[src/rtl/led_pwm_fader_pkg.sv]
// Shared constants and step helper for the LED PWM fader.
package led_pkg;

   localparam int unsigned NUM_LEDS                = 4;
   localparam int unsigned DEF_PWM_WIDTH           = 8;
   localparam int unsigned DEF_FADE_PRESCALE_WIDTH = 16;

   // Direction of a single fade step for one channel.
   typedef enum logic [1:0] {
      STEP_HOLD = 2'd0,
      STEP_UP   = 2'd1,
      STEP_DOWN = 2'd2
   } step_e;

   // Which way a level must move to approach its target.
   function automatic step_e step_dir(input int unsigned level, input int unsigned target);
      if (level < target) begin
         return STEP_UP;
      end else if (level > target) begin
         return STEP_DOWN;
      end
      return STEP_HOLD;
   endfunction

endpackage

[src/rtl/led_pwm_fader_if.sv]
// Pattern-side inputs and LED-side outputs of the fader.
interface led_pwm_fader_if #(
   parameter int unsigned PWM_WIDTH = led_pkg::DEF_PWM_WIDTH
);
   logic [led_pkg::NUM_LEDS-1:0] PATTERN;
   logic [PWM_WIDTH-1:0]         BRIGHTNESS;
   logic                         ENABLE;
   logic [led_pkg::NUM_LEDS-1:0] LEDS;
   logic                         FADING;

   modport master (
      output PATTERN, BRIGHTNESS, ENABLE,
      input  LEDS, FADING
   );

   modport slave (
      input  PATTERN, BRIGHTNESS, ENABLE,
      output LEDS, FADING
   );
endinterface

[src/rtl/led_pwm_fader_channel.sv]
// One LED: level ramps toward target on fade ticks, duty latches the level
// at each PWM period boundary, LED output is the registered PWM compare.
module led_fade_channel
   import led_pkg::*;
#(
   parameter int unsigned PWM_WIDTH = DEF_PWM_WIDTH
) (
   input  logic                 clk_i,
   input  logic                 rstn_i,
   input  logic [PWM_WIDTH-1:0] pwm_cnt_i,
   input  logic                 fade_tick_i,
   input  logic                 period_end_i,
   input  logic [PWM_WIDTH-1:0] target_i,
   input  logic                 enable_i,
   output logic                 led_o,
   output logic                 fading_o
);

   logic [PWM_WIDTH-1:0] level_q, level_d;
   logic [PWM_WIDTH-1:0] duty_q, duty_d;
   logic                 led_q, led_d;
   step_e                step;

   // Next level, next duty and next LED drive, all from pre-edge state.
   always_comb begin
      step    = step_dir(32'(level_q), 32'(target_i));
      level_d = level_q;
      if (fade_tick_i) begin
         unique case (step)
            STEP_UP:   level_d = level_q + PWM_WIDTH'(1);
            STEP_DOWN: level_d = level_q - PWM_WIDTH'(1);
            default:   level_d = level_q;
         endcase
      end
      duty_d = period_end_i ? level_q : duty_q;
      led_d  = enable_i & (pwm_cnt_i < duty_q);
   end

   // Channel state registers with synchronous active-low reset.
   always_ff @(posedge clk_i) begin
      if (!rstn_i) begin
         level_q <= '0;
         duty_q  <= '0;
         led_q   <= 1'b0;
      end else begin
         level_q <= level_d;
         duty_q  <= duty_d;
         led_q   <= led_d;
      end
   end

   assign led_o    = led_q;
   assign fading_o = (level_q != target_i);

endmodule

[src/rtl/led_pwm_fader.sv]
// PWM LED output stage: shared counters, pattern/brightness capture, and
// one fade channel per LED.
module led_pwm_fader
   import led_pkg::*;
#(
   parameter int unsigned PWM_WIDTH           = DEF_PWM_WIDTH,
   parameter int unsigned FADE_PRESCALE_WIDTH = DEF_FADE_PRESCALE_WIDTH
) (
   input  logic            CLK,
   input  logic            RSTN,
   led_pwm_fader_if.slave  bus
);

   logic [PWM_WIDTH-1:0]           pwm_cnt_q;
   logic [FADE_PRESCALE_WIDTH-1:0] fade_cnt_q;
   logic [NUM_LEDS-1:0]            pattern_q;
   logic [PWM_WIDTH-1:0]           brightness_q, brightness_d;
   logic                           fading_q, fading_d;

   logic                           fade_tick;
   logic                           period_end;
   logic [PWM_WIDTH-1:0]           target [NUM_LEDS];
   logic [NUM_LEDS-1:0]            ch_led;
   logic [NUM_LEDS-1:0]            ch_fading;

   assign fade_tick  = &fade_cnt_q;
   assign period_end = &pwm_cnt_q;

   // Per-LED target and the aggregate fading flag.
   always_comb begin
      for (int unsigned i = 0; i < NUM_LEDS; i++) begin
         target[i] = pattern_q[i] ? brightness_q : '0;
      end
      brightness_d = period_end ? bus.BRIGHTNESS : brightness_q;
      fading_d     = |ch_fading;
   end

   // Free-running counters, input capture and registered FADING.
   always_ff @(posedge CLK) begin
      if (!RSTN) begin
         pwm_cnt_q    <= '0;
         fade_cnt_q   <= '0;
         pattern_q    <= '0;
         brightness_q <= '0;
         fading_q     <= 1'b0;
      end else begin
         pwm_cnt_q    <= pwm_cnt_q + PWM_WIDTH'(1);
         fade_cnt_q   <= fade_cnt_q + FADE_PRESCALE_WIDTH'(1);
         pattern_q    <= bus.PATTERN;
         brightness_q <= brightness_d;
         fading_q     <= fading_d;
      end
   end

   for (genvar i = 0; i < NUM_LEDS; i++) begin : g_ch
      led_fade_channel #(
         .PWM_WIDTH (PWM_WIDTH)
      ) u_ch (
         .clk_i        (CLK),
         .rstn_i       (RSTN),
         .pwm_cnt_i    (pwm_cnt_q),
         .fade_tick_i  (fade_tick),
         .period_end_i (period_end),
         .target_i     (target[i]),
         .enable_i     (bus.ENABLE),
         .led_o        (ch_led[i]),
         .fading_o     (ch_fading[i])
      );
   end

   assign bus.LEDS   = ch_led;
   assign bus.FADING = fading_q;

endmodule
[src/flat_wrapper.sv]
// flat-port wrapper written by rule: the top's interface ports become plain ports
module led_pwm_fader_flat import led_pkg::*;
#(
   parameter int unsigned PWM_WIDTH           = DEF_PWM_WIDTH,
   parameter int unsigned FADE_PRESCALE_WIDTH = DEF_FADE_PRESCALE_WIDTH
)
  (CLK, RSTN, bus_PATTERN, bus_BRIGHTNESS, bus_ENABLE, bus_LEDS, bus_FADING);
  led_pwm_fader_if #(.PWM_WIDTH(PWM_WIDTH)) bus_i ();
  input  logic CLK;
  input  logic RSTN;
  input wire logic [$bits(bus_i.PATTERN)-1:0] bus_PATTERN;
  input wire logic [$bits(bus_i.BRIGHTNESS)-1:0] bus_BRIGHTNESS;
  input wire logic [$bits(bus_i.ENABLE)-1:0] bus_ENABLE;
  output wire logic [$bits(bus_i.LEDS)-1:0] bus_LEDS;
  output wire logic [$bits(bus_i.FADING)-1:0] bus_FADING;
  assign bus_i.PATTERN = bus_PATTERN;
  assign bus_i.BRIGHTNESS = bus_BRIGHTNESS;
  assign bus_i.ENABLE = bus_ENABLE;
  assign bus_LEDS = bus_i.LEDS;
  assign bus_FADING = bus_i.FADING;
  led_pwm_fader #(.PWM_WIDTH(PWM_WIDTH), .FADE_PRESCALE_WIDTH(FADE_PRESCALE_WIDTH)) u_core (.CLK(CLK), .RSTN(RSTN), .bus(bus_i));
endmodule
[config.mk]
export PLATFORM = sky130hd
export DESIGN_NAME = led_pwm_fader_flat
export DESIGN_NICKNAME = d
export VERILOG_FILES = /design/src/rtl/led_pwm_fader_pkg.sv /design/src/rtl/led_pwm_fader_if.sv /design/src/rtl/led_pwm_fader_channel.sv /design/src/rtl/led_pwm_fader.sv /design/src/flat_wrapper.sv
export SDC_FILE = /design/constraint.sdc
export NUM_CORES = 1
export LEC_CHECK = 0
export ABC_CLOCK_PERIOD_IN_PS = 2800
export CAP_MARGIN = 20
export CORE_ASPECT_RATIO = 1.4
export CORE_MARGIN = 3
export CORE_UTILIZATION = 56
export DETAILED_ROUTE_END_ITERATION = 8
export GPL_ROUTABILITY_DRIVEN = 0
export PLACE_DENSITY_LB_ADDON = 0.05
export SETUP_SLACK_MARGIN = 0.5
export SLEW_MARGIN = 15
export SYNTH_ARGS = -nofsm -noshare
export SYNTH_HDL_FRONTEND = slang
export SYNTH_SLANG_ARGS = --single-unit
[constraint.sdc]
create_clock -name CLK -period 2.8 [get_ports CLK]
set_clock_uncertainty 0.15 [all_clocks]
set_input_delay 0.28 -clock CLK [delete_from_list [all_inputs] [get_ports CLK]]
set_output_delay 0.28 -clock CLK [all_outputs]
set_load 0.01 [all_outputs]
# [Word level (Yosys, flattened, before mapping)]
# Cells that the tools add are included.
[op_classes] addsub=10 n_mul=0 n_div=0 order_cmp=12 eq_ne=12 shifts=0 muxes=28 n_bitwise=4 reduce_logical=10
[op_table] operator="$reduce_and 17->1" n=4
[op_table] operator="$lt 8x8->1" n=8
[op_table] operator="$pmux 8 s2" n=4
[op_table] operator="$add 8x1->8 const B" n=5
[op_table] operator="$gt 8x8->1" n=4
[op_table] operator="$mux 8" n=4
[op_table] operator="$ne 8x8->1" n=4
[op_table] operator="$sub 8x1->8 const B" n=4
[op_table] operator="$mux 2" n=12
[op_table] operator="$add 16x1->16 const B" n=1
[op_table] operator="$eq 2x1->1 const B" n=4
[op_table] operator="$eq 2x2->1 const B" n=4
[op_table] operator="$mux 1" n=8
[op_table] operator="$reduce_and 8->1" n=1
[op_table] operator="$reduce_bool 2->1" n=4
[op_table] operator="$and 1x1->1" n=4
[op_table] operator="$reduce_or 4->1" n=1
[totals] ff_bits=105 latch_bits=0 ramBits=0 rom_bits=0 input_bits=15 wordCells=93 memories=0

# [Longest topological paths before layout]
[depth] depth_word=8 mapped_depth=13 mapped_depth_nobuf=12

# [Modules after synthesis]
# Synthesis repeated with hierarchy kept, for this count alone.
[hier_totals] hier_cells=810 hier_area_um2=6847.8
[modules_own_cells] module="led_fade_channel" instances=4 cells_each=155 area_each_um2=1283.7 seq_area_each_um2=340.3
[modules_own_cells] module="led_pwm_fader" instances=1 cells_each=190 area_each_um2=1712.9 seq_area_each_um2=740.7

# [Least setup slack after synthesis]
# Ideal clock, no wire load.
[synth_timing] path_kind="reg2reg" startpoint="register u_core.pattern_q[1]" endpoint="register u_core.g_ch[1].u_ch.level_q[6]" setup_time_ns=0.072 arrival_time_ns=2.739 setup_slack_ns=-0.161 stages_incl_launch_ff=14 n_path_buf=1 cell_sequence="dfxtp_1 clkbuf_1 nand2_1 ha_1 nor2b_1 o211ai_2 a211oi_2 nor2_1 xnor2_1 ha_1 nand3_1 or4_1 a21oi_2 mux2i_1"
[synth_between] elab_chain_len=8
[synth_rtl] item="start, declared" line_no="led_pwm_fader.sv:16" text="logic [NUM_LEDS-1:0] pattern_q;"
[synth_rtl] item="start signal, assigned" line_no="led_pwm_fader.sv:49" text="pattern_q <= bus.PATTERN;"
[synth_rtl] item="$mux 8 (*)" line_no="led_pwm_fader.sv:32" text="target[i] = pattern_q[i] ? brightness_q : '0;"
[synth_rtl] item="$gt 8x8->1" line_no="led_pwm_fader_pkg.sv:19" text="end else if (level > target) begin"
[synth_rtl] item="$mux 1" line_no="led_pwm_fader_pkg.sv:19"
[synth_rtl] item="$mux 1" line_no="led_pwm_fader_pkg.sv:17" text="if (level < target) begin"
[synth_rtl] item="$mux 2 (*)" line_no="led_pwm_fader_pkg.sv:22" text="return STEP_HOLD;"
[synth_rtl] item="$eq 2x2->1 or $eq 2x1->1 (tied branches)" line_no="led_pwm_fader_channel.sv:29" text="unique case (step)"
[synth_rtl] item="$reduce_bool 2->1 (no line)"
[synth_rtl] item="$reduce_and 17->1 (no line)"
[synth_rtl] item="end signal, assigned" line_no="led_pwm_fader_channel.sv:46" text="level_q <= level_d;"
[synth_rtl] item="end, declared" line_no="led_pwm_fader_channel.sv:19" text="logic [PWM_WIDTH-1:0] level_q, level_d;"
# Mark *: on every way between the ends. The rest lies on a longest branch, timed or not.
# A chain may end at the register's enable or synchronous reset.

# [Final worst setup path]
[layout_timing] startpoint="register u_core.pattern_q[2]" endpoint="register u_core.g_ch[2].u_ch.level_q[6]"
[layout_between] elab_chain_len=8
[layout_rtl] item="$mux 8 (*)" line_no="led_pwm_fader.sv:32"
[layout_rtl] item="$gt 8x8->1" line_no="led_pwm_fader_pkg.sv:19"
[layout_rtl] item="$mux 1" line_no="led_pwm_fader_pkg.sv:19"
[layout_rtl] item="$mux 1" line_no="led_pwm_fader_pkg.sv:17"
[layout_rtl] item="$mux 2 (*)" line_no="led_pwm_fader_pkg.sv:22"
[layout_rtl] item="$eq 2x2->1 or $eq 2x1->1 (tied branches)" line_no="led_pwm_fader_channel.sv:29"
[layout_rtl] item="$reduce_bool 2->1 (no line)"
[layout_rtl] item="$reduce_and 17->1 (no line)"
[layout_rtl] item="end signal, assigned" line_no="led_pwm_fader_channel.sv:46"
[layout_rtl] item="end, declared" line_no="led_pwm_fader_channel.sv:19"
# Marks and branches as above.

==> impl_metrics.xml <==
<?xml version="1.0" encoding="UTF-8"?>
<metrics>
  <group name="clock_tree">
    <metric name="root_buffer" unit="">clkbuf_16</metric>
    <metric name="tritoncts" unit="">yes</metric>
    <metric name="number_of_clock_buffers_inserted_by_tritoncts" unit="">9</metric>
    <metric name="numClockSinks" unit="">105</metric>
    <metric name="max-clock-path-buffers" unit="">2</metric>
    <metric name="clock_slew_at_the_register_clock_pins_of_the_worst_setup_and_hold_paths" unit="ps">70</metric>
    <metric name="h_tree_depth" unit="">3</metric>
    <metric name="clk_latency" unit="ps">350</metric>
  </group>
  <group name="timing">
    <metric name="final.setup.worst_slack" unit="ps">-57.73</metric>
    <metric name="worst_tran_pin_value" unit="ps">737.1</metric>
    <metric name="setup_total_negative_slack" unit="ps">-81.86</metric>
    <metric name="grt_setup_unrepaired" unit="">true</metric>
    <metric name="min_period_over_period" unit="">1.021</metric>
    <metric name="period_minus_slack" unit="ps">2858</metric>
    <metric name="timing.slew.headroom" unit="">0.5079</metric>
    <metric name="fin_hold_ws" unit="ps">306.5</metric>
    <metric name="timing.fmax" unit="MHz">349.9</metric>
    <metric name="final-hold-violation-count" unit="">0</metric>
    <metric name="setup-violations-final" unit="">2</metric>
    <metric name="slew_violations" unit="">0</metric>
  </group>
  <group name="critical_path">
    <metric name="cp_data_arrival_time" unit="ps">2990</metric>
    <metric name="cp-end-kind" unit="">flop</metric>
    <metric name="cp_max_fo" unit="">8</metric>
    <metric name="worstSetupStartpointType" unit="">flop</metric>
    <metric name="critical_path_required" unit="ps">2930</metric>
    <metric name="critPathKind" unit="">flop to flop</metric>
  </group>
  <group name="yosys">
    <metric name="synth-xor-area-share" unit="">0.03109</metric>
    <metric name="synth_seq_cells" unit="">105</metric>
    <metric name="yosys_warn_count" unit="">0</metric>
    <metric name="synth.top_cells.by_area" unit="">dfxtp_1 32%, ha_1 13%, nand2_1 8.8%</metric>
    <metric name="most_common_cell_in_the_synthesized_netlist" unit="">nand2_1</metric>
    <metric name="synth_cell_types" unit="">46</metric>
    <metric name="synth-adder-area-share" unit="">0.1274</metric>
    <metric name="synthDominantAreaCellType" unit="">dfxtp_1</metric>
    <metric name="yosys.area_share.simple" unit="">0.2628</metric>
    <metric name="dominant_synthesized_flop_cell" unit="">dfxtp_1</metric>
    <metric name="synthMuxAreaShare" unit="">0.04325</metric>
    <metric name="yosys-top-cells-count" unit="">152 x nand2_1, 105 x dfxtp_1, 66 x ha_1, 57 x a21oi_1, 45 x nor2_1</metric>
    <metric name="synth_async_sr_flop_share" unit="">0</metric>
    <metric name="mappedNetlistNets" unit="">883</metric>
    <metric name="synth.yosys.seq_area_share" unit="">0.3244</metric>
    <metric name="synth_compound_area_frac" unit="">0.1616</metric>
    <metric name="synth_top_family_by_area" unit="">simple AND/OR/NAND/NOR gates</metric>
    <metric name="avgSynthCellArea" unit="µm²">8.080</metric>
    <metric name="synth-edff-count" unit="">0</metric>
    <metric name="synthCells" unit="">802</metric>
    <metric name="synth.cell_area" unit="µm²">6480</metric>
    <metric name="yosys.area.top_type_share" unit="">0.3244</metric>
  </group>
  <group name="pwr">
    <metric name="total_leakage_power" unit="nW">3.059</metric>
    <metric name="comb_power_share" unit="">0.048</metric>
    <metric name="sequential_cell_fraction_of_total_power" unit="">0.530</metric>
    <metric name="swShare" unit="">0.2401</metric>
    <metric name="clock_power_share" unit="">0.421</metric>
    <metric name="internal_power" unit="mW">2.182</metric>
    <metric name="power.ir.vdd_worst" unit="mV">0.2332</metric>
    <metric name="p_per_area" unit="nW/µm²">341.3</metric>
    <metric name="switchingPower" unit="mW">0.6894</metric>
  </group>
  <group name="place">
    <metric name="worst_slack_at_placement" unit="ps">-118.3</metric>
    <metric name="place_inst" unit="">980</metric>
    <metric name="place.detailed.hpwl" unit="µm">11720</metric>
    <metric name="port_buffers" unit="">19</metric>
  </group>
  <group name="drt">
    <metric name="via_count" unit="">5980</metric>
    <metric name="route.detailed.vias_per_inst" unit="">5.903</metric>
    <metric name="routed_wirelength" unit="µm">17970</metric>
    <metric name="drt-pass1-iter-count" unit="">5</metric>
    <metric name="drc_errors" unit="">0</metric>
    <metric name="drt-wirelength-per-cell" unit="µm">17.74</metric>
    <metric name="drt_first_iter_violations" unit="">408</metric>
    <metric name="route.antenna.remaining_nets" unit="">0</metric>
  </group>
  <group name="die">
    <metric name="initial_utilization" unit="">0.5842</metric>
    <metric name="num_io_pins" unit="">20</metric>
    <metric name="placement_rows" unit="">45</metric>
    <metric name="core_area" unit="µm²">11090</metric>
    <metric name="die_h" unit="µm">133.3</metric>
    <metric name="die_area" unit="µm²">12920</metric>
    <metric name="horizontal_die_dimension" unit="µm">96.92</metric>
  </group>
  <group name="grt">
    <metric name="grt_first_pass_wirelength" unit="µm">28040</metric>
    <metric name="maximum_number_of_pins_on_one_net_before_global_route_repair" unit="">56</metric>
    <metric name="grt_overflow_total" unit="">0</metric>
    <metric name="grt_antenna_before_repair" unit="">0</metric>
    <metric name="global_router_s_overall_resource_usage" unit="">0.2660</metric>
    <metric name="vias_in_the_first_global_route" unit="">5864</metric>
  </group>
  <group name="final_layout">
    <metric name="final-instance-count-excl-fill" unit="">1013</metric>
    <metric name="diodes" unit="">0</metric>
    <metric name="num-nets-final" unit="">949</metric>
    <metric name="syn_to_final_growth" unit="%">29.83</metric>
    <metric name="finalCoreUtilization" unit="">0.7585</metric>
    <metric name="final_layout_size_suffix_gt1_frac" unit="">0.2867</metric>
    <metric name="layout.filler_cells" unit="">786</metric>
  </group>
  <group name="min_path">
    <metric name="timing.hold.worst.class" unit="">flop to flop</metric>
  </group>
  <group name="job">
    <metric name="drv_cap" unit="">0</metric>
  </group>
  <group name="outcome">
    <metric name="run_status" unit="">complete, but fails checks</metric>
    <metric name="failed_checks" unit="">setup timing</metric>
  </group>
</metrics>
[metrics by stage]
step                      area (µm²)  power, mW
after CTS                       8115      2.886
after detailed placement        7365      1.697
after floorplan                 6748      1.652
after global routing            8413      2.970
after global placement          7365      1.692
final                           8413      2.871
[layer usage]
metal / global-route usage / vias to the layer above / part of all wire
met1: 0.3042 / 2828 / 0.40
met3: 0.04034 / 69 / 0.041
met4: 0.1351 / 0 / 0.045
met2: 0.4773 / 194 / 0.51
met5: 0 / - / 0
li1: - / 2889 / -
[critical path, stage by stage, from the launching register on]
cell and delay, ps:
dfxtp_2 340, buf_12 130, nand2_4 60, ha_4 270
nor2b_4 130, o211ai_2 150, a211oi_4 280, nor2_2 60
xnor2_1 170, ha_2 220, or4b_4 480, a21oi_4 160
mux2i_1 190
[placed cells by master, fill, tap and decap left out, types with 10 or more instances in the layout]
| cell | synthesis | final |
|---|---|---|
| and3_1 | 12 | 10 |
| xnor2_1 | 12 | 11 |
| dfxtp_1 | 105 | 93 |
| buf_4 | 9 | 58 |
| nor2_1 | 45 | 39 |
| nand3_1 | 34 | 25 |
| ha_1 | 66 | 35 |
| nand2b_1 | 29 | 29 |
| a21oi_1 | 57 | 53 |
| xor2_1 | 11 | 11 |
| ha_4 | 0 | 27 |
| nor3_1 | 10 | 10 |
| inv_1 | 32 | 32 |
| clkdlybuf4s50_1 | 0 | 18 |
| o21ai_0 | 31 | 24 |
| mux2i_1 | 28 | 28 |
| buf_6 | 0 | 17 |
| a21oi_2 | 24 | 25 |
| nand2_1 | 152 | 136 |
[power by group through the flow]
stage          clock network (mW)  logic, mW  registers (mW)
2_1_floorplan                   0      0.102            1.55
3_3_place_gp                    0      0.133            1.56
3_5_place_dp                    0      0.137            1.56
4_1_cts                      1.22      0.139            1.52
5_1_grt                      1.29      0.156            1.53
6_report                     1.21      0.139            1.52
[sequential cells by signal, indices dropped and copies added (netlist names)]
signal and flops:
u_core.g_ch.u_ch.level_q 32, u_core.pwm_cnt_q 8, u_core.brightness_q 8, u_core.bus.FADING 1, u_core.g_ch.u_ch.duty_q 32, u_core.g_ch.u_ch.led_o 4, u_core.fade_cnt_q 16, u_core.pattern_q 4
[final cells by class]
class                      count  area [µm²]  share of cell area
clock buffer                   9       225.2             0.02677
clock inverter                 6       51.30            0.006098
inverter                      34       127.6             0.01517
multi-input combinational    621        4828              0.5739
sequential                   105        2132              0.2534
tap                          141       176.4             0.02097
timing repair buffer          97       872.1              0.1037
[worst paths after layout]
kind	slack, ps	end	cells past startpoint	startpoint
worst max-delay path	-60	u_core.g_ch[2].u_ch.level_q[6]	12	u_core.pattern_q[2]
worst min-delay path	310	u_core.g_ch[3].u_ch.duty_q[6]	2	u_core.g_ch[3].u_ch.duty_q[6]
worst max register to register	-60	u_core.g_ch[2].u_ch.level_q[6]	12	u_core.pattern_q[2]
worst min register to register	310	u_core.g_ch[3].u_ch.duty_q[6]	2	u_core.g_ch[3].u_ch.duty_q[6]
[cell families (layout without fill, tap and decap cells)]
group | Yosys count | count (layout)
XOR/XNOR | 23 | 23
buffers and inverters | 76 | 146
adder cells (fa/ha/maj) | 66 | 66
flip-flops | 105 | 105
multiplexers | 28 | 28
AO/OA/AOI/OAI | 159 | 159
AND/OR/NAND/NOR | 345 | 345
[repair_timing]
item	4_1_cts	5_1_grt
setup buffers	16	2
pin swaps	29	39
setup endpoints to repair	32	61
hold buffers	0	0
gates resized for setup	75	53
Power figures use the tool's default switching activity.
